[src/rtl/mcycle_pkg.sv]
// Shared definitions for the iterative multiply/divide unit.
// Operation encodings, FSM state type and default operand width.
package mcycle_pkg;

    localparam int MCYCLE_WIDTH = 32;

    typedef enum logic [1:0] {
        OP_SMUL = 2'b00,
        OP_UMUL = 2'b01,
        OP_SDIV = 2'b10,
        OP_UDIV = 2'b11
    } mcycle_op_e;

    typedef enum logic [1:0] {
        S_IDLE    = 2'd0,
        S_COMPUTE = 2'd1,
        S_DONE    = 2'd2
    } state_e;

endpackage

[src/rtl/mcycle_if.sv]
// Request/result bundle for mcycle: operands and opcode in, results and status out.
// master drives requests, slave is the multiply/divide unit.
interface mcycle_if
    import mcycle_pkg::*;
#(
    parameter int WIDTH = MCYCLE_WIDTH
);
    logic             Start;
    logic [1:0]       MCycleOp;
    logic [WIDTH-1:0] Operand1;
    logic [WIDTH-1:0] Operand2;
    logic [WIDTH-1:0] Result1;
    logic [WIDTH-1:0] Result2;
    logic             Busy;
    logic             Done;

    modport master (
        output Start, MCycleOp, Operand1, Operand2,
        input  Result1, Result2, Busy, Done
    );

    modport slave (
        input  Start, MCycleOp, Operand1, Operand2,
        output Result1, Result2, Busy, Done
    );
endinterface

[src/rtl/mcycle_step.sv]
// One unsigned iteration: shift-add multiply or restoring shift-subtract divide (MCYCLE_DIV_EN).
// Latency: combinational, zero cycles.
// Backpressure: none; the caller decides when to register the step.
module mcycle_step
    import mcycle_pkg::*;
#(
    parameter int WIDTH = MCYCLE_WIDTH
)
(
    input  logic             is_div,
    input  logic [WIDTH-1:0] hi,
    input  logic [WIDTH-1:0] lo,
    input  logic [WIDTH-1:0] opnd,
    output logic [WIDTH-1:0] hi_nxt,
    output logic [WIDTH-1:0] lo_nxt
);
    logic [WIDTH:0] sum;
`ifdef MCYCLE_DIV_EN
    logic [WIDTH:0] rem_sh;
    logic [WIDTH:0] diff;
`else
    logic unused_is_div;
    assign unused_is_div = is_div;
`endif

    always_comb begin
        // Multiply: hi:lo is partial product : remaining multiplier bits
        sum    = {1'b0, hi} + (lo[0] ? {1'b0, opnd} : {(WIDTH+1){1'b0}});
        hi_nxt = sum[WIDTH:1];
        lo_nxt = {sum[0], lo[WIDTH-1:1]};
`ifdef MCYCLE_DIV_EN
        // Divide: hi is partial remainder, lo shifts dividend out and quotient in
        rem_sh = {hi, lo[WIDTH-1]};
        diff   = rem_sh - {1'b0, opnd};
        if (is_div) begin
            if (rem_sh >= {1'b0, opnd}) begin
                hi_nxt = diff[WIDTH-1:0];
                lo_nxt = {lo[WIDTH-2:0], 1'b1};
            end else begin
                hi_nxt = rem_sh[WIDTH-1:0];
                lo_nxt = {lo[WIDTH-2:0], 1'b0};
            end
        end
`endif
    end
endmodule

[src/rtl/mcycle.sv]
// Iterative signed/unsigned multiplier and divider (divide built only with MCYCLE_DIV_EN).
// Latency: Start accepted at edge k -> Busy cycles k+1..k+WIDTH, Done pulse in cycle k+WIDTH+1.
// Backpressure: none; Start is ignored while Busy, accepted again from IDLE or DONE.
module mcycle
    import mcycle_pkg::*;
#(
    parameter int WIDTH = MCYCLE_WIDTH
)
(
    input  logic   CLK,
    input  logic   RESETn,
    mcycle_if.slave bus
);
    localparam int            CW   = $clog2(WIDTH + 1);
    localparam logic [CW-1:0] LAST = CW'(WIDTH - 1);

    state_e             state;
    logic [CW-1:0]      count;
    logic               is_div, neg_q, neg_r, div_zero;
    logic [WIDTH-1:0]   hi, lo, opnd, dividend;
    logic [WIDTH-1:0]   hi_nxt, lo_nxt;
    logic [WIDTH-1:0]   res1_q, res2_q, res1_fin, res2_fin;
    logic               busy_q, done_q;

    logic               sgn_in, is_div_in, neg1_in, neg2_in;
    logic [WIDTH-1:0]   mag1_in, mag2_in;
    logic [2*WIDTH-1:0] prod_raw, prod_fin;

    // Signed ops iterate on magnitudes; signs are reapplied on the final step
    always_comb begin
        sgn_in    = ~bus.MCycleOp[0];
        is_div_in = bus.MCycleOp[1];
        neg1_in   = sgn_in & bus.Operand1[WIDTH-1];
        neg2_in   = sgn_in & bus.Operand2[WIDTH-1];
        mag1_in   = neg1_in ? -bus.Operand1 : bus.Operand1;
        mag2_in   = neg2_in ? -bus.Operand2 : bus.Operand2;
    end

    mcycle_step #(.WIDTH(WIDTH)) u_step (
        .is_div (is_div),
        .hi     (hi),
        .lo     (lo),
        .opnd   (opnd),
        .hi_nxt (hi_nxt),
        .lo_nxt (lo_nxt)
    );

    always_comb begin
        prod_raw = {hi_nxt, lo_nxt};
        prod_fin = neg_q ? -prod_raw : prod_raw;
        res1_fin = prod_fin[WIDTH-1:0];
        res2_fin = prod_fin[2*WIDTH-1:WIDTH];
        if (is_div) begin
            // Zero divisor overrides the iteration: all-ones quotient, dividend as remainder
            if (div_zero) begin
                res1_fin = '1;
                res2_fin = dividend;
            end else begin
                res1_fin = neg_q ? -lo_nxt : lo_nxt;
                res2_fin = neg_r ? -hi_nxt : hi_nxt;
            end
        end
    end

    always_ff @(posedge CLK) begin
        if (!RESETn) begin
            state    <= S_IDLE;
            count    <= '0;
            busy_q   <= 1'b0;
            done_q   <= 1'b0;
            res1_q   <= '0;
            res2_q   <= '0;
            is_div   <= 1'b0;
            neg_q    <= 1'b0;
            neg_r    <= 1'b0;
            div_zero <= 1'b0;
            hi       <= '0;
            lo       <= '0;
            opnd     <= '0;
            dividend <= '0;
        end else begin
            case (state)
                S_IDLE, S_DONE: begin
                    done_q <= 1'b0;
                    state  <= S_IDLE;
                    if (bus.Start) begin
                        count    <= '0;
                        is_div   <= is_div_in;
                        neg_q    <= neg1_in ^ neg2_in;
                        neg_r    <= neg1_in;
                        div_zero <= (bus.Operand2 == '0);
                        dividend <= bus.Operand1;
                        hi       <= '0;
                        lo       <= is_div_in ? mag1_in : mag2_in;
                        opnd     <= is_div_in ? mag2_in : mag1_in;
                        state    <= S_COMPUTE;
                        busy_q   <= 1'b1;
`ifndef MCYCLE_DIV_EN
                        if (is_div_in) begin
                            state  <= S_DONE;
                            busy_q <= 1'b0;
                            done_q <= 1'b1;
                            res1_q <= '0;
                            res2_q <= '0;
                        end
`endif
                    end
                end
                S_COMPUTE: begin
                    hi    <= hi_nxt;
                    lo    <= lo_nxt;
                    count <= count + 1'b1;
                    if (count == LAST) begin
                        res1_q <= res1_fin;
                        res2_q <= res2_fin;
                        busy_q <= 1'b0;
                        done_q <= 1'b1;
                        state  <= S_DONE;
                    end
                end
                default: begin
                    state  <= S_IDLE;
                    busy_q <= 1'b0;
                    done_q <= 1'b0;
                end
            endcase
        end
    end

    assign bus.Result1 = res1_q;
    assign bus.Result2 = res2_q;
    assign bus.Busy    = busy_q;
    assign bus.Done    = done_q;
endmodule

[src/flat_wrapper.sv]
// flat-port wrapper written by rule: the top's interface ports become plain ports
module mcycle_flat import mcycle_pkg::*;
#(
    parameter int WIDTH = MCYCLE_WIDTH
)
  (CLK, RESETn, bus_Start, bus_MCycleOp, bus_Operand1, bus_Operand2, bus_Result1, bus_Result2, bus_Busy, bus_Done);
  mcycle_if #(.WIDTH(WIDTH)) bus_i ();
  input  logic CLK;
  input  logic RESETn;
  input wire logic [$bits(bus_i.Start)-1:0] bus_Start;
  input wire logic [$bits(bus_i.MCycleOp)-1:0] bus_MCycleOp;
  input wire logic [$bits(bus_i.Operand1)-1:0] bus_Operand1;
  input wire logic [$bits(bus_i.Operand2)-1:0] bus_Operand2;
  output wire logic [$bits(bus_i.Result1)-1:0] bus_Result1;
  output wire logic [$bits(bus_i.Result2)-1:0] bus_Result2;
  output wire logic [$bits(bus_i.Busy)-1:0] bus_Busy;
  output wire logic [$bits(bus_i.Done)-1:0] bus_Done;
  assign bus_i.Start = bus_Start;
  assign bus_i.MCycleOp = bus_MCycleOp;
  assign bus_i.Operand1 = bus_Operand1;
  assign bus_i.Operand2 = bus_Operand2;
  assign bus_Result1 = bus_i.Result1;
  assign bus_Result2 = bus_i.Result2;
  assign bus_Busy = bus_i.Busy;
  assign bus_Done = bus_i.Done;
  mcycle #(.WIDTH(WIDTH)) u_core (.CLK(CLK), .RESETn(RESETn), .bus(bus_i));
endmodule
[config.mk]
export PLATFORM = sky130hd
export DESIGN_NAME = mcycle_flat
export DESIGN_NICKNAME = d
export VERILOG_FILES = /design/src/rtl/mcycle_pkg.sv /design/src/rtl/mcycle_if.sv /design/src/rtl/mcycle_step.sv /design/src/rtl/mcycle.sv /design/src/flat_wrapper.sv
export SDC_FILE = /design/constraint.sdc
export NUM_CORES = 1
export LEC_CHECK = 0
export CORE_MARGIN = 2
export CORE_UTILIZATION = 50
export CTS_CLUSTER_SIZE = 10
export DETAILED_ROUTE_END_ITERATION = 6
export PLACE_DENSITY_LB_ADDON = 0.3
export SETUP_SLACK_MARGIN = 0.05
export SLEW_MARGIN = 20
export SYNTH_ARGS = -nofsm -noshare
export SYNTH_HDL_FRONTEND = slang
export SYNTH_HIERARCHICAL = 1
export SYNTH_SLANG_ARGS = --single-unit
[constraint.sdc]
create_clock -name CLK -period 6.28 [get_ports CLK]
set_input_delay 1.256 -clock CLK [delete_from_list [all_inputs] [get_ports CLK]]
set_output_delay 1.256 -clock CLK [all_outputs]
set_load 0.03 [all_outputs]
-- Yosys cells after proc, flatten, opt, wreduce, memory -nomap -nowiden
Index checks and enable logic that the tools add are counted.
- $add $sub $neg: 7
- equal/unequal tests: 6
- mux-type cells: 36
- bitwise logic cells: 4
- reduce and logical (&&, ||, !) cells: 8
- operators with widths (kind ; count):
    32-bit two-way mux ; 17
    32-bit one-hot mux with 2 select lines ; 4
    32-bit negation ; 4
    64-bit two-way mux ; 1
    64-bit negation ; 1
    32-bit by 33-bit adder with 33-bit output ; 1
    32-bit zero test ; 1
    6-bit one-hot mux with 2 select lines ; 1
    6-bit by 1-bit adder with 6-bit output, second input constant ; 1
    6-bit by 5-bit == test with 1-bit output, second input constant ; 1
    1-bit two-way mux ; 6
    2-bit two-way mux ; 3
    6-bit two-way mux ; 1
    2-bit AND reduction ; 3
    2-bit != test, second input constant ; 2
    1-bit one-hot mux with 2 select lines ; 2
    2-bit one-hot mux with 2 select lines ; 1
    4-bit AND reduction ; 1
    1-bit bitwise AND ; 2
    2-bit by 1-bit == test with 1-bit output, second input constant ; 1
    2-bit == test, second input constant ; 1
    2-bit zero test ; 1
    2-bit by 1-bit != test with 1-bit output, second input constant ; 1
    2-bit nonzero test ; 1
    other kinds (3) ; 3
- register bits: 206
- input port bits: 69
- output and inout port bits: 66

-- Depth between registers and ports, before layout
Gate-level depths: netlist (run 1).
- depth after elaboration: 8
- depth in mapped cells: 18

-- By module
Netlist (run 1), hierarchy kept.
- modules (own cells, without submodules) (module ; times used ; cells each ; area an instance (µm²) ; seq. area each (µm²)):
    mcycle ; 1 ; 1596 ; 12139.1 ; 4103.9
    mcycle_step ; 1 ; 351 ; 2427.3 ; 0.0

-- Worst setup path after synthesis (run 1)
OpenSTA, ideal clock, no wires.
- kind: register to register
- start point: register u_core.lo[0]
- end point: register u_core.res2_q[26], in the netlist u_core/bus.Result2[26]
- setup time: 0.125 ns
- arrival: 4.664 ns
- required time: 6.155 ns
- setup slack: 1.491 ns
- stages on the path, launching flop included: 17
- buffers on the path: 1
- clock period less this slack: 4.789 ns
- cell sequence: dfxtp_1 -> clkbuf_1 -> and2_1 -> ha_1 -> fa_1 -> a211oi_2 -> o211ai_2 -> a2111oi_4 -> o21ba_2 -> or4_1 -> nand3_1 -> or4_1 -> or4_1 -> or3_1 -> or3_1 -> o31ai_1 -> o21ai_0
- word-level cells in the longest chain between the ends: 8
- elaborated cells between the ends (all ways): 10
- RTL lines (what ; RTL line ; RTL):
    from (decl) ; mcycle.sv:20 ; logic [WIDTH-1:0] hi, lo, opnd, dividend;
    from (signal assigned) ; mcycle.sv:94 ; lo <= is_div_in ? mag1_in : mag2_in;
    from (signal assigned) ; mcycle.sv:111 ; lo <= lo_nxt;
    32-bit two-way mux * ; mcycle_step.sv:28 ; sum = {1'b0, hi} + (lo[0] ? {1'b0, opnd} : {(WIDTH+1){1'b0}});
    32-bit by 33-bit adder with 33-bit output * ; mcycle_step.sv:28 ;
    via u_core.hi_nxt[19] ; mcycle.sv:21 ; logic [WIDTH-1:0] hi_nxt, lo_nxt;
    32-bit negation ; mcycle.sv:60 ; res2_fin = neg_r ? -hi_nxt : hi_nxt;
    32-bit two-way mux ; mcycle.sv:60 ;
    32-bit two-way mux ; mcycle.sv:55 ; if (div_zero) begin
    32-bit two-way mux * ; mcycle.sv:53 ; if (is_div) begin
    32-bit two-way mux * ; mcycle.sv:113 ; if (count == LAST) begin
    32-bit one-hot mux with 2 select lines * ; mcycle.sv:82 ; case (state)
    to (signal assigned) ; mcycle.sv:115 ; res2_q <= res2_fin;
    to (decl) ; mcycle.sv:22 ; logic [WIDTH-1:0] res1_q, res2_q, res1_fin, res2_fin;
Mark *: on every way through the listed nets, which the timed path passes. The rest lies on a longest branch. The select of a mux whose other input is x is not followed.
A chain may end at the register's enable or synchronous reset.

-- Final worst setup path (run 1)
Same ends and word-level chain as after synthesis.

==> metrics.csv, run 1 <==
stage,metric,value,unit
route,Wirelength per Cell,23.4,um
sta,Final TNS setup,0,ps
route,DRC errors left,1,
floorplanning,Die Footprint,0.0305,mm2
route,met3 wire len,6240,um
yosys,largest family of logic cells by synthesized area,compound AO/OA/AOI/OAI gates,
floorplanning,Die H,175,um
final_layout,area delta synth->final,14.3,%
route,routed wl met2,23700,um
clock_tree,insertion delay to the later sink of the worst-skew pair,560,ps
global_routing,vias in the first global route,13900,
sta,Slew HR,18.0,%
yosys,area share of fa/ha/maj cells after synthesis,3.32,%
yosys,Area contributors post-synth,"dfxtp_1, nand2_1, a21oi_1",
yosys,"FFs w/ async S/R, synth",0,%
yosys,Syn Area/Cell,7.48,um2
yosys,top cell type's share of synthesized area,28.2,%
place,HPWL after detailed placement,40900,um
setup_path,critical path class,flip-flop to flip-flop,
place,placed cells,2323,
global_routing,largest net degree at the start of global routing,72,
outcome,run status,"complete, but fails checks",
route,DRT Pass-1 Iters,7,
yosys,#FFs+latches synth,205,
yosys,multiplexer area fraction after synthesis,1.12,%
pwr,Leak,6.11,nW
route,Vias/cell,6.69,
yosys,synth warn,6,
sta,fmax,0.178,GHz
global_routing,global route total overflow,0,
yosys,compound-cell area share of the yosys netlist,28.1,%
floorplanning,Initial Util,50.7,%
sta,RSZ-0062 raised after global routing,no,
final_layout,Non-Filler Instances,2357,
sta,endpoints failing setup,0,
setup_path,Worst Setup Start Kind,flip-flop,
floorplanning,std cell rows,62,
sta,Final period util,89.6,%
setup_path,crit path DAT,6050,ps
yosys,Post-synth EDFFs,0,
final_layout,Fill cells,2751,
clock_tree,CTS Hold Bufs,0,
sta,Final Hold Fails,0,
floorplanning,core area,0.0287,mm2
floorplanning,I/O pins,135,
yosys,xor and xnor fraction of the mapped netlist area,7.88,%
yosys,post-synth net total,2054,
route,WL final,55300,um
clock_tree,setup bufs post-CTS,0,
place,number of buffers added on ports,134,
sta,Worst Max-Slew Pin Slew,1230,ps
clock_tree,# clock sinks,205,
setup_path,WP data required,6700,ps
yosys,synthesized cell area,0.0146,mm2
global_routing,GRT Total Usage,34.7,%
route,Met1 Wirelength,23000,um
yosys,dominant cell type by area after synthesis,dfxtp_1,
clock_tree,"Reg clk slew, reported paths",60,ps
yosys,synthesized instance count,1947,
route,First DRT Iteration DRCs,2187,
outcome,failing checks,design-rule violations,
yosys,Simple-Gate Fraction of Synth Area,25.1,%
route,Post-DRT Antenna Nets,0,
final_layout,area of the multi-input gates,0.00958,mm2
global_routing,first-pass GRT wire length,83400,um
pwr,PwrDens,217,mW/mm2
final_layout,fraction of layout cells with a size suffix above 1,6.03,%
clock_tree,H-Tree Depth,1,
sta,Tmin final,5620,ps
final_layout,"Net count, final",2073,
place,GPL Wtd Cong,1.00,
clock_tree,Clock Tree Root,clkbuf_16,
flow_run,max cap viols,0,
final_layout,Seq. cell area,0.00410,mm2
final_layout,Util after Layout,58.0,%
sta,setup ws final,655,ps
setup_path,nature of the critical path endpoint,flip-flop,
pwr,VDD IR-drop max,0.201,mV
yosys,register area share after synthesis,28.2,%
floorplanning,Die Wd,175,um
clock_tree,CTS Buffer Depth,3,
yosys,Post-synth top flop,dfxtp_1,
setup_path,critical-path maximum fanout,33,
clock_tree,Resized cells post-CTS,0,
global_routing,initial antenna violation count,0,
route,uppermost routed layer,met4,
yosys,synth unique cells,84,
hold_path,worst min path class,flip-flop to flip-flop,
sta,fin. max-slew vios,0,
place,Post-Place Worst Slack,735,ps
route,Vias,15800,
sta,hold slack final,435,ps
clock_tree,Num CTS Buffers,25,
clock_tree,CTS tree,built,
final_layout,n_diodes,0,
sta,Max Clock Skew,30.4,ps
==> power breakdown <==
part | leakage [nW] | switching, W | internal, W | total [W]
clock | 0.364 | 0.000576 | 0.000803 | 0.00138
combinational | 4.08 | 0.000504 | 0.000267 | 0.000771
sequential | 1.67 | 0.0000970 | 0.00136 | 0.00146
total | 6.11 | 0.00118 | 0.00243 | 0.00361
==> placed cells by master (no fill, tap or decap), types with 9 or more instances in the layout <==
cell type	instances
a211oi_1	21
a21o_1	21
a21oi_1	160
a221oi_1	20
a22o_1	13
a22oi_1	48
a31oi_1	16
and2_1	41
and3_1	13
buf_4	39
clkbuf_16	25
clkdlybuf4s50_1	134
dfxtp_1	205
ha_1	37
inv_1	27
mux2i_1	14
nand2_1	243
nand2b_1	9
nand3_1	47
nand4_1	21
nor2_1	172
nor2b_1	9
nor3_1	41
nor4_1	32
o211ai_1	18
o21ai_0	109
o221ai_1	36
o22ai_1	14
o31ai_1	25
o41ai_1	17
or2_2	19
or3_1	26
or4_1	27
xnor2_1	75
xor2_1	56
==> worst max-delay path, cell delays in order, from the launching register on <==
cell and delay, ps:
dfxtp_1 600, and2_1 290, ha_1 220, fa_1 440, a211oi_2 300, o211ai_2 150
a2111oi_4 550, o21ba_2 290, or4_1 120, nand3_1 190, or4_1 680, or4_1 610
or3_1 430, or3_1 320, o31ai_1 190, o21ai_0 110
==> cells by family after synthesis <==
group | Yosys count
AO/OA/AOI/OAI | 603
multiplexers | 16
adder cells (fa/ha/maj) | 38
XOR/XNOR | 131
flip-flops | 205
AND/OR/NAND/NOR | 745
buffers and inverters | 209
==> synthesized netlist by cell type, drive strengths merged (11+ instances only) <==
| master | count |
|---|---|
| xnor2 | 75 |
| nand3 | 47 |
| or3 | 26 |
| or2 | 19 |
| a22oi | 48 |
| ha | 37 |
| nor4 | 34 |
| o41ai | 18 |
| a221oi | 20 |
| or4 | 30 |
| o221ai | 36 |
| clkbuf | 126 |
| and3 | 13 |
| a21o | 22 |
| dfxtp | 205 |
| o211ai | 19 |
| a211oi | 22 |
| buf | 55 |
| xor2 | 56 |
| nand2 | 243 |
| a21oi | 160 |
| o31ai | 25 |
| a31oi | 16 |
| a22o | 13 |
| nand4 | 21 |
| and2 | 41 |
| o21ai | 110 |
| o22ai | 14 |
| nor3 | 41 |
| nor2b | 11 |
| inv | 27 |
| mux2i | 14 |
| nor2 | 175 |
==> stage by stage <==
stage                     area (um2)  total power (W)
after floorplan                14600          0.00196
after global placement         15900          0.00221
after detailed placement       15900          0.00222
after CTS                      16600          0.00358
after global routing           16600          0.00372
final                          16600          0.00361
==> state kept, by name (all words and copies together) (netlist names), 2 cells and up <==
name                count
u_core/count            6
u_core/hi              32
u_core/bus.Result2     32
u_core/state            2
u_core/opnd            32
u_core/lo              32
u_core/bus.Result1     32
u_core/dividend        32
==> path summary, 6_finish.rpt <==
kind | startpoint | to | slack, ps | cells past startpoint
setup / recovery | u_core/lo[0] | u_core/bus.Result2[26] | 660 | 15
hold / removal | u_core/bus.Result1[27] | u_core/bus.Result1[27] | 430 | 2
setup reg to reg | u_core/lo[0] | u_core/bus.Result2[26] | 660 | 15
hold reg to reg | u_core/bus.Result1[27] | u_core/bus.Result1[27] | 430 | 2
==> layout make-up <==
type                       instances  area share [%]
timing repair buffer             173            9.82
inverter                          28           0.639
sequential                       205            24.7
tap                              384            2.89
clock inverter                     2           0.301
multi-input combinational       1533            57.5
clock buffer                      32            4.16
==> routing by layer <==
metal,global-route usage [%],vias to the layer above
met2,52.6,1022
met4,12.5,0
li1,-,7175
met1,49.1,7420
met5,0,-
met3,6.29,158
(Power assumes the default switching activity.)
==> run 2, diff against run 1 <==
Clock period 6.28 ns to 4.65 ns, I/O delays scaled along.
==> run 2 against run 1 <==
Maximum frequency increased by 22%. Wire length increased by 3.7%. Sequential cell count unchanged. The run now ends clean. Sequential power increased by 34%.
==> metrics.csv, run 2 (synthesis gave the netlist of run 1 again) <==
stage,metric,value,unit,change
floorplanning,Die Wd,175,um,unchanged
clock_tree,# clock sinks,205,,unchanged
place,Post-DP Area,0.0163,mm2,+2.5%
pwr,VDD IR-drop max,0.323,mV,+61%
sta,RSZ-0062 raised after global routing,yes,,
setup_path,crit-path leading delay family,simple AND/OR/NAND/NOR gates,,
hold_path,Hold Path Depth,2,,unchanged
global_routing,GRT Total Usage,36.2,%,+1.5 points
sta,Tmin final,4610,ps,-1010 ps
route,Vias,16000,,+1.3%
setup_path,CP Buf/Inv Count,0,,unchanged
final_layout,"most common cell after layout, fill and taps aside",nand2_1,,
floorplanning,I/O pins,135,,unchanged
global_routing,global route total overflow,0,,unchanged
place,number of buffers added on ports,134,,unchanged
global_routing,first-pass GRT wire length,86200,um,+3.4%
route,WL final,57300,um,+3.7%
final_layout,Seq. cell area,0.00411,mm2,about the same
final_layout,"Net count, final",2129,,+2.7%
pwr,Leak,6.45,nW,+5.6%
floorplanning,core area,0.0287,mm2,unchanged
route,DRT Pass-1 Iters,6,,-1
setup_path,WP data required,5080,ps,-1620 ps
place,GPL Wtd Cong,1.04,,+3.7%
setup_path,Worst Reg2Reg Path Length in Cells,15,,unchanged
final_layout,Util after Layout,60.1,%,+2.1 points
sta,Final period util,99.2,%,+9.6 points
setup_path,critical-path maximum fanout,6,,-82%
clock_tree,Num CTS Buffers,26,,+4.0%
floorplanning,Die Footprint,0.0305,mm2,unchanged
clock_tree,Clock Tree Root,clkbuf_16,,
clock_tree,CTS tree,built,,
global_routing,initial antenna violation count,2,,+2
floorplanning,std cell rows,62,,unchanged
route,First DRT Iteration DRCs,1861,,-15%
pwr,Tot Pwr,0.00501,W,+39%
floorplanning,Initial Util,50.7,%,unchanged
setup_path,nature of the critical path endpoint,flip-flop,,
final_layout,fraction of layout cells with a size suffix above 1,9.69,%,+3.7 points
clock_tree,"Reg clk slew, reported paths",60,ps,about the same
setup_path,crit path DAT,5040,ps,-1010 ps
hold_path,worst min path class,flip-flop to flip-flop,,
floorplanning,Die H,175,um,unchanged
setup_path,CP max-delay cell,or4_4,,
route,DRC errors left,0,,-1
final_layout,area delta synth->final,18.4,%,
sta,Max Clock Skew,22.5,ps,-7.95 ps
clock_tree,H-Tree Depth,1,,unchanged
outcome,run status,"finished, final reports clean",,
final_layout,most frequent cells in the layout,"nand2_1, dfxtp_1, nor2_1",,
setup_path,Max stage delay on crit path,630,ps,-50 ps
flow_run,max cap viols,0,,unchanged
final_layout,Fill cells,2741,,-0.36%
route,Wirelength per Cell,23.7,um,+1.2%
setup_path,critical path class,flip-flop to flip-flop,,
place,HPWL after detailed placement,42900,um,+4.9%
setup_path,FF-to-FF setup slack,40,ps,-620 ps
sta,fmax,0.217,GHz,+22%
clock_tree,insertion delay to the later sink of the worst-skew pair,550,ps,about the same
setup_path,Worst Setup Start Kind,flip-flop,,
sta,Slew HR,31.1,%,+13 points
route,Post-DRT Antenna Nets,0,,unchanged
setup_path,crit path cell chain,"and2_4, ha_4, fa_2, a211oi_2, o211ai_2, a2111oi_4, o21ba_4, or4_4, nand3_2, or4_4, or4_4, or3_4, or3_4, o31ai_4, o21ai_1",,
sta,Final Hold Fails,0,,unchanged
route,Vias/cell,6.61,,-1.3%
setup_path,most used cell along the critical path,or4_4,,
pwr,PwrDens,291,mW/mm2,+34%
setup_path,number of stages on the worst setup path,15,,unchanged
sta,Worst Max-Slew Pin Slew,1030,ps,-196 ps
final_layout,area of the multi-input gates,0.00971,mm2,+1.4%
global_routing,vias in the first global route,14300,,+2.7%
clock_tree,CTS Buffer Depth,3,,unchanged
final_layout,post-route cell area,0.0172,mm2,+3.6%
global_routing,largest net degree at the start of global routing,61,,-15%
sta,fin. max-slew vios,0,,unchanged
sta,endpoints failing setup,0,,unchanged
run 2: metrics by stage:
step	std cells	setup TNS [ps]	hold slack [ps]	setup slack (ps)
2_1_floorplan	1947	0	417	63.3
3_3_place_gp	2374	0	424	122
3_5_place_dp	2374	0	431	50.4
4_1_cts	2412	0	438	62.3
5_1_grt	2416	-63.7	461	-63.7
6_report	2417	0	434	38.9
run 2: area by class of cell:
class / count / share of cell area, %
Sequential cell: 205 / 23.8
Inverter: 28 / 0.617
Timing Repair Buffer: 228 / 12.0
Multi-Input combinational cell: 1533 / 56.3
Clock buffer: 32 / 4.08
Tap cell: 384 / 2.79
Clock inverter: 6 / 0.385
Antenna cell: 1 / 0.0145
run 2: final timing paths:
path,startpoint,end
worst max-delay path,u_core/lo[0],u_core/bus.Result2[26]
worst min-delay path,u_core/bus.Result1[15],u_core/bus.Result1[15]
worst max register to register,u_core/lo[0],u_core/bus.Result2[26]
worst min register to register,u_core/bus.Result1[15],u_core/bus.Result1[15]
run 2: worst min-delay path: cells and delay by family, from the launching register on:
family / cells / cell delay [ps]
DFF: 1 / 300
and+or+nand+nor: 2 / 90
run 2: repair_timing:
action                                  4_1_cts  5_1_grt
hold buffers                                  0        0
resized for setup                             0       29
pin swaps                                     1       17
endpoints found under the setup margin        1       10
hold endpoints to repair                      0        0
buffers inserted                              0        4
run 2: where the power goes:
group | total [W] | leakage (nW) | switching [W] | internal [W]
logic | 0.00116 | 4.40 | 0.000736 | 0.000425
registers | 0.00195 | 1.67 | 0.000120 | 0.00183
clock network | 0.00190 | 0.382 | 0.000790 | 0.00111
total | 0.00501 | 6.45 | 0.00165 | 0.00337
run 2: metal layers:
layer | vias to the layer above | track usage, % | part of all wire (%)
met2 | 976 | 53.5 | 42
met3 | 156 | 6.40 | 12
met4 | 0 | 14.1 | 4.4
met5 | - | 0 | 0
li1 | 7279 | - | -
met1 | 7563 | 52.1 | 42
==> run 3, diff against run 2 <==
Settings changed: CORE_UTILIZATION 50 to 53.
==> run 3 against run 2 <==
Final cell count down 1.9%. Critical path depth unchanged. Largest power group unchanged. Non-clock buffer count up 3. Worst hold slack better by 1.9 ps. Via count grew 0.26%. Wire length down 1.5%. Die area is 5.5% lower. Highest routed layer unchanged.
==> metrics.csv, run 3 (synthesis gave the netlist of run 1 again) <==
stage,metric,value,unit,change
final_layout,"Net count, final",2131,,+0.094%
sta,RSZ-0062 raised after global routing,yes,,
setup_path,FF-to-FF setup slack,110,ps,+70 ps
global_routing,global route total overflow,0,,unchanged
pwr,Tot Pwr,0.00489,W,-2.4%
global_routing,first-pass GRT wire length,84400,um,-2.2%
floorplanning,Die Wd,170,um,-2.8%
setup_path,nature of the critical path endpoint,flip-flop,,
setup_path,reg-to-reg startpoint,u_core/lo[0],,
outcome,run status,"finished, final reports clean",,
floorplanning,Die Footprint,0.0288,mm2,-5.5%
route,Vias,16000,,+0.26%
pwr,combinational share of power,23.1,%,about the same
clock_tree,Num CTS Buffers,25,,-3.8%
sta,Tmin final,4540,ps,-70.8 ps
global_routing,GR peak layer,met2,,
setup_path,Worst Setup Start Kind,flip-flop,,
route,DRT Pass-1 Iters,6,,unchanged
place,HPWL after detailed placement,42400,um,-1.1%
setup_path,WP data required,5070,ps,about the same
pwr,VDD IR-drop max,0.233,mV,-28%
setup_path,crit path DAT,4960,ps,-80 ps
pwr,sequential power share,39.8,%,+0.8 points
floorplanning,core area,0.0270,mm2,-6.1%
clock_tree,"Reg clk slew, reported paths",60,ps,about the same
final_layout,area delta synth->final,17.5,%,
sta,Final TNS setup,0,ps,unchanged
sta,Slew HR,25.1,%,-6.0 points
global_routing,GR Layer Usage met1,53.2,%,+1.1 points
sta,Final period util,97.6,%,-1.5 points
global_routing,GR Util met3,7.84,%,+1.4 points
sta,Final Hold Fails,0,,unchanged
route,First DRT Iteration DRCs,2065,,+11%
final_layout,"most common cell after layout, fill and taps aside",nand2_1,,
sta,endpoints failing setup,0,,unchanged
place,placed cells,2333,,-1.7%
final_layout,area of the multi-input gates,0.00968,mm2,-0.37%
pwr,internal power,0.00330,W,-1.9%
pwr,PwrDens,286,mW/mm2,-1.7%
clock_tree,Clock Tree Root,clkbuf_16,,
hold_path,Hold EP,u_core/bus.Result1[22],,
hold_path,Hold Path Depth,2,,unchanged
sta,Worst Max-Slew Pin Slew,1120,ps,+89.2 ps
final_layout,most frequent cells in the layout,"nand2_1, dfxtp_1, nor2_1",,
global_routing,initial antenna violation count,0,,-2
global_routing,vias in the first global route,14300,,-0.19%
route,Wirelength per Cell,23.8,um,+0.45%
sta,setup ws final,110,ps,+70.8 ps
sta,fmax,0.220,GHz,+1.6%
final_layout,fraction of layout cells with a size suffix above 1,9.56,%,-0.14 points
floorplanning,Die H,170,um,-2.8%
clock_tree,CTS Buffer Depth,3,,unchanged
floorplanning,std cell rows,60,,-3.2%
route,Post-DRT Antenna Nets,0,,unchanged
global_routing,largest net degree at the start of global routing,60,,-1.6%
pwr,Switching Share,32.5,%,-0.32 points
setup_path,critical-path maximum fanout,5,,-1
sta,Max Clock Skew,13.2,ps,-9.29 ps
pwr,Clock Power Share,37.1,%,-0.7 points
clock_tree,CTS tree,built,,
clock_tree,H-Tree Depth,1,,unchanged
clock_tree,# clock sinks,205,,unchanged
hold_path,worst min path class,flip-flop to flip-flop,,
route,Vias/cell,6.75,,+2.2%
route,DRC errors left,0,,unchanged
place,Post-Place Worst Slack,66.1,ps,+15.7 ps
clock_tree,insertion delay to the later sink of the worst-skew pair,540,ps,about the same
place,GPL Wtd Cong,1.03,,-1.2%
setup_path,RR Endpoint,u_core/bus.Result2[26],,
global_routing,GRT Total Usage,37.8,%,+1.6 points
route,WL final,56500,um,-1.5%
global_routing,grt met2 use,58.0,%,+4.5 points
final_layout,Seq. cell area,0.00411,mm2,about the same
floorplanning,Initial Util,54.0,%,+3.3 points
flow_run,max cap viols,0,,unchanged
pwr,Sw Pwr,0.00159,W,-3.3%
floorplanning,I/O pins,135,,unchanged
setup_path,Worst Reg2Reg Path Length in Cells,15,,unchanged
hold_path,Hold Crit Start,u_core/bus.Result1[22],,
final_layout,Non-Filler Instances,2371,,-1.9%
setup_path,critical path class,flip-flop to flip-flop,,
sta,fin. max-slew vios,0,,unchanged
pwr,Leak,6.44,nW,-0.28%
final_layout,Fill cells,2451,,-11%
final_layout,n_diodes,0,,-1
place,number of buffers added on ports,134,,unchanged
==> run 3: timing repair <==
action	in CTS	in global routing
hold buffers	0	0
buffers inserted	0	5
resized for setup	0	19
setup endpoints to repair	0	10
==> run 3: critical path: stages, from the launching register on <==
cell	delay [ps]
dfxtp_2	350
and2_1	150
ha_2	190
fa_2	390
a211oi_4	250
o211ai_2	150
a2111oi_4	360
o21ba_4	210
or4_1	130
nand3_2	80
or4_4	620
or4_4	540
or3_4	390
or3_1	310
o31ai_1	190
o21ai_0	110
==> run 3: per-stage QoR <==
stage	instance area [um2]	utilization [%]	hold WS [ps]
floorplan	14600	-	417
global placement	16300	60.4	425
detailed placement	16300	60.4	431
CTS	17000	63.0	438
global route	17100	63.5	459
finish	17100	63.5	436
==> run 3: cell type report <==
type,count,area share [%]
clock buffer,30,3.94
clock inverter,3,0.256
multi-input combinational,1533,56.5
inverter,28,0.621
tap,341,2.49
sequential,205,24.0
timing repair buffer,231,12.2
==> run 3: how the worst max path moves through the flow <==
stage | cells after the start | slack [ps] | endpoint | startpoint
after detailed placement | 16 | 70 | u_core/bus.Result2[29] | u_core/lo[0]
final | 15 | 110 | u_core/bus.Result2[26] | u_core/lo[0]
after global placement | 15 | 80 | u_core/bus.Result2[26] | u_core/lo[0]
after floorplan | 16 | 60 | u_core/bus.Result2[26] | u_core/lo[0]
after global routing | 15 | 7 | u_core/bus.Result2[26] | u_core/lo[0]
after CTS | 15 | 60 | u_core/bus.Result2[26] | u_core/lo[0]
==> run 3: power groups by stage <==
| stage | combinational (W) | sequential [W] | clock, W |
|---|---|---|---|
| final | 0.00113 | 0.00195 | 0.00181 |
| after global routing | 0.00120 | 0.00195 | 0.00189 |
| after CTS | 0.00107 | 0.00194 | 0.00183 |
| after detailed placement | 0.00107 | 0.00197 | 0 |
| after global placement | 0.00106 | 0.00197 | 0 |
| after floorplan | 0.000742 | 0.00190 | 0 |
==> run 3: layer usage <==
layer | vias to the layer above | routed length (um)
met5 | - | 0
met4 | 0 | 1940
met3 | 134 | 6810
met2 | 1096 | 24300
met1 | 7497 | 23400
li1 | 7289 | -
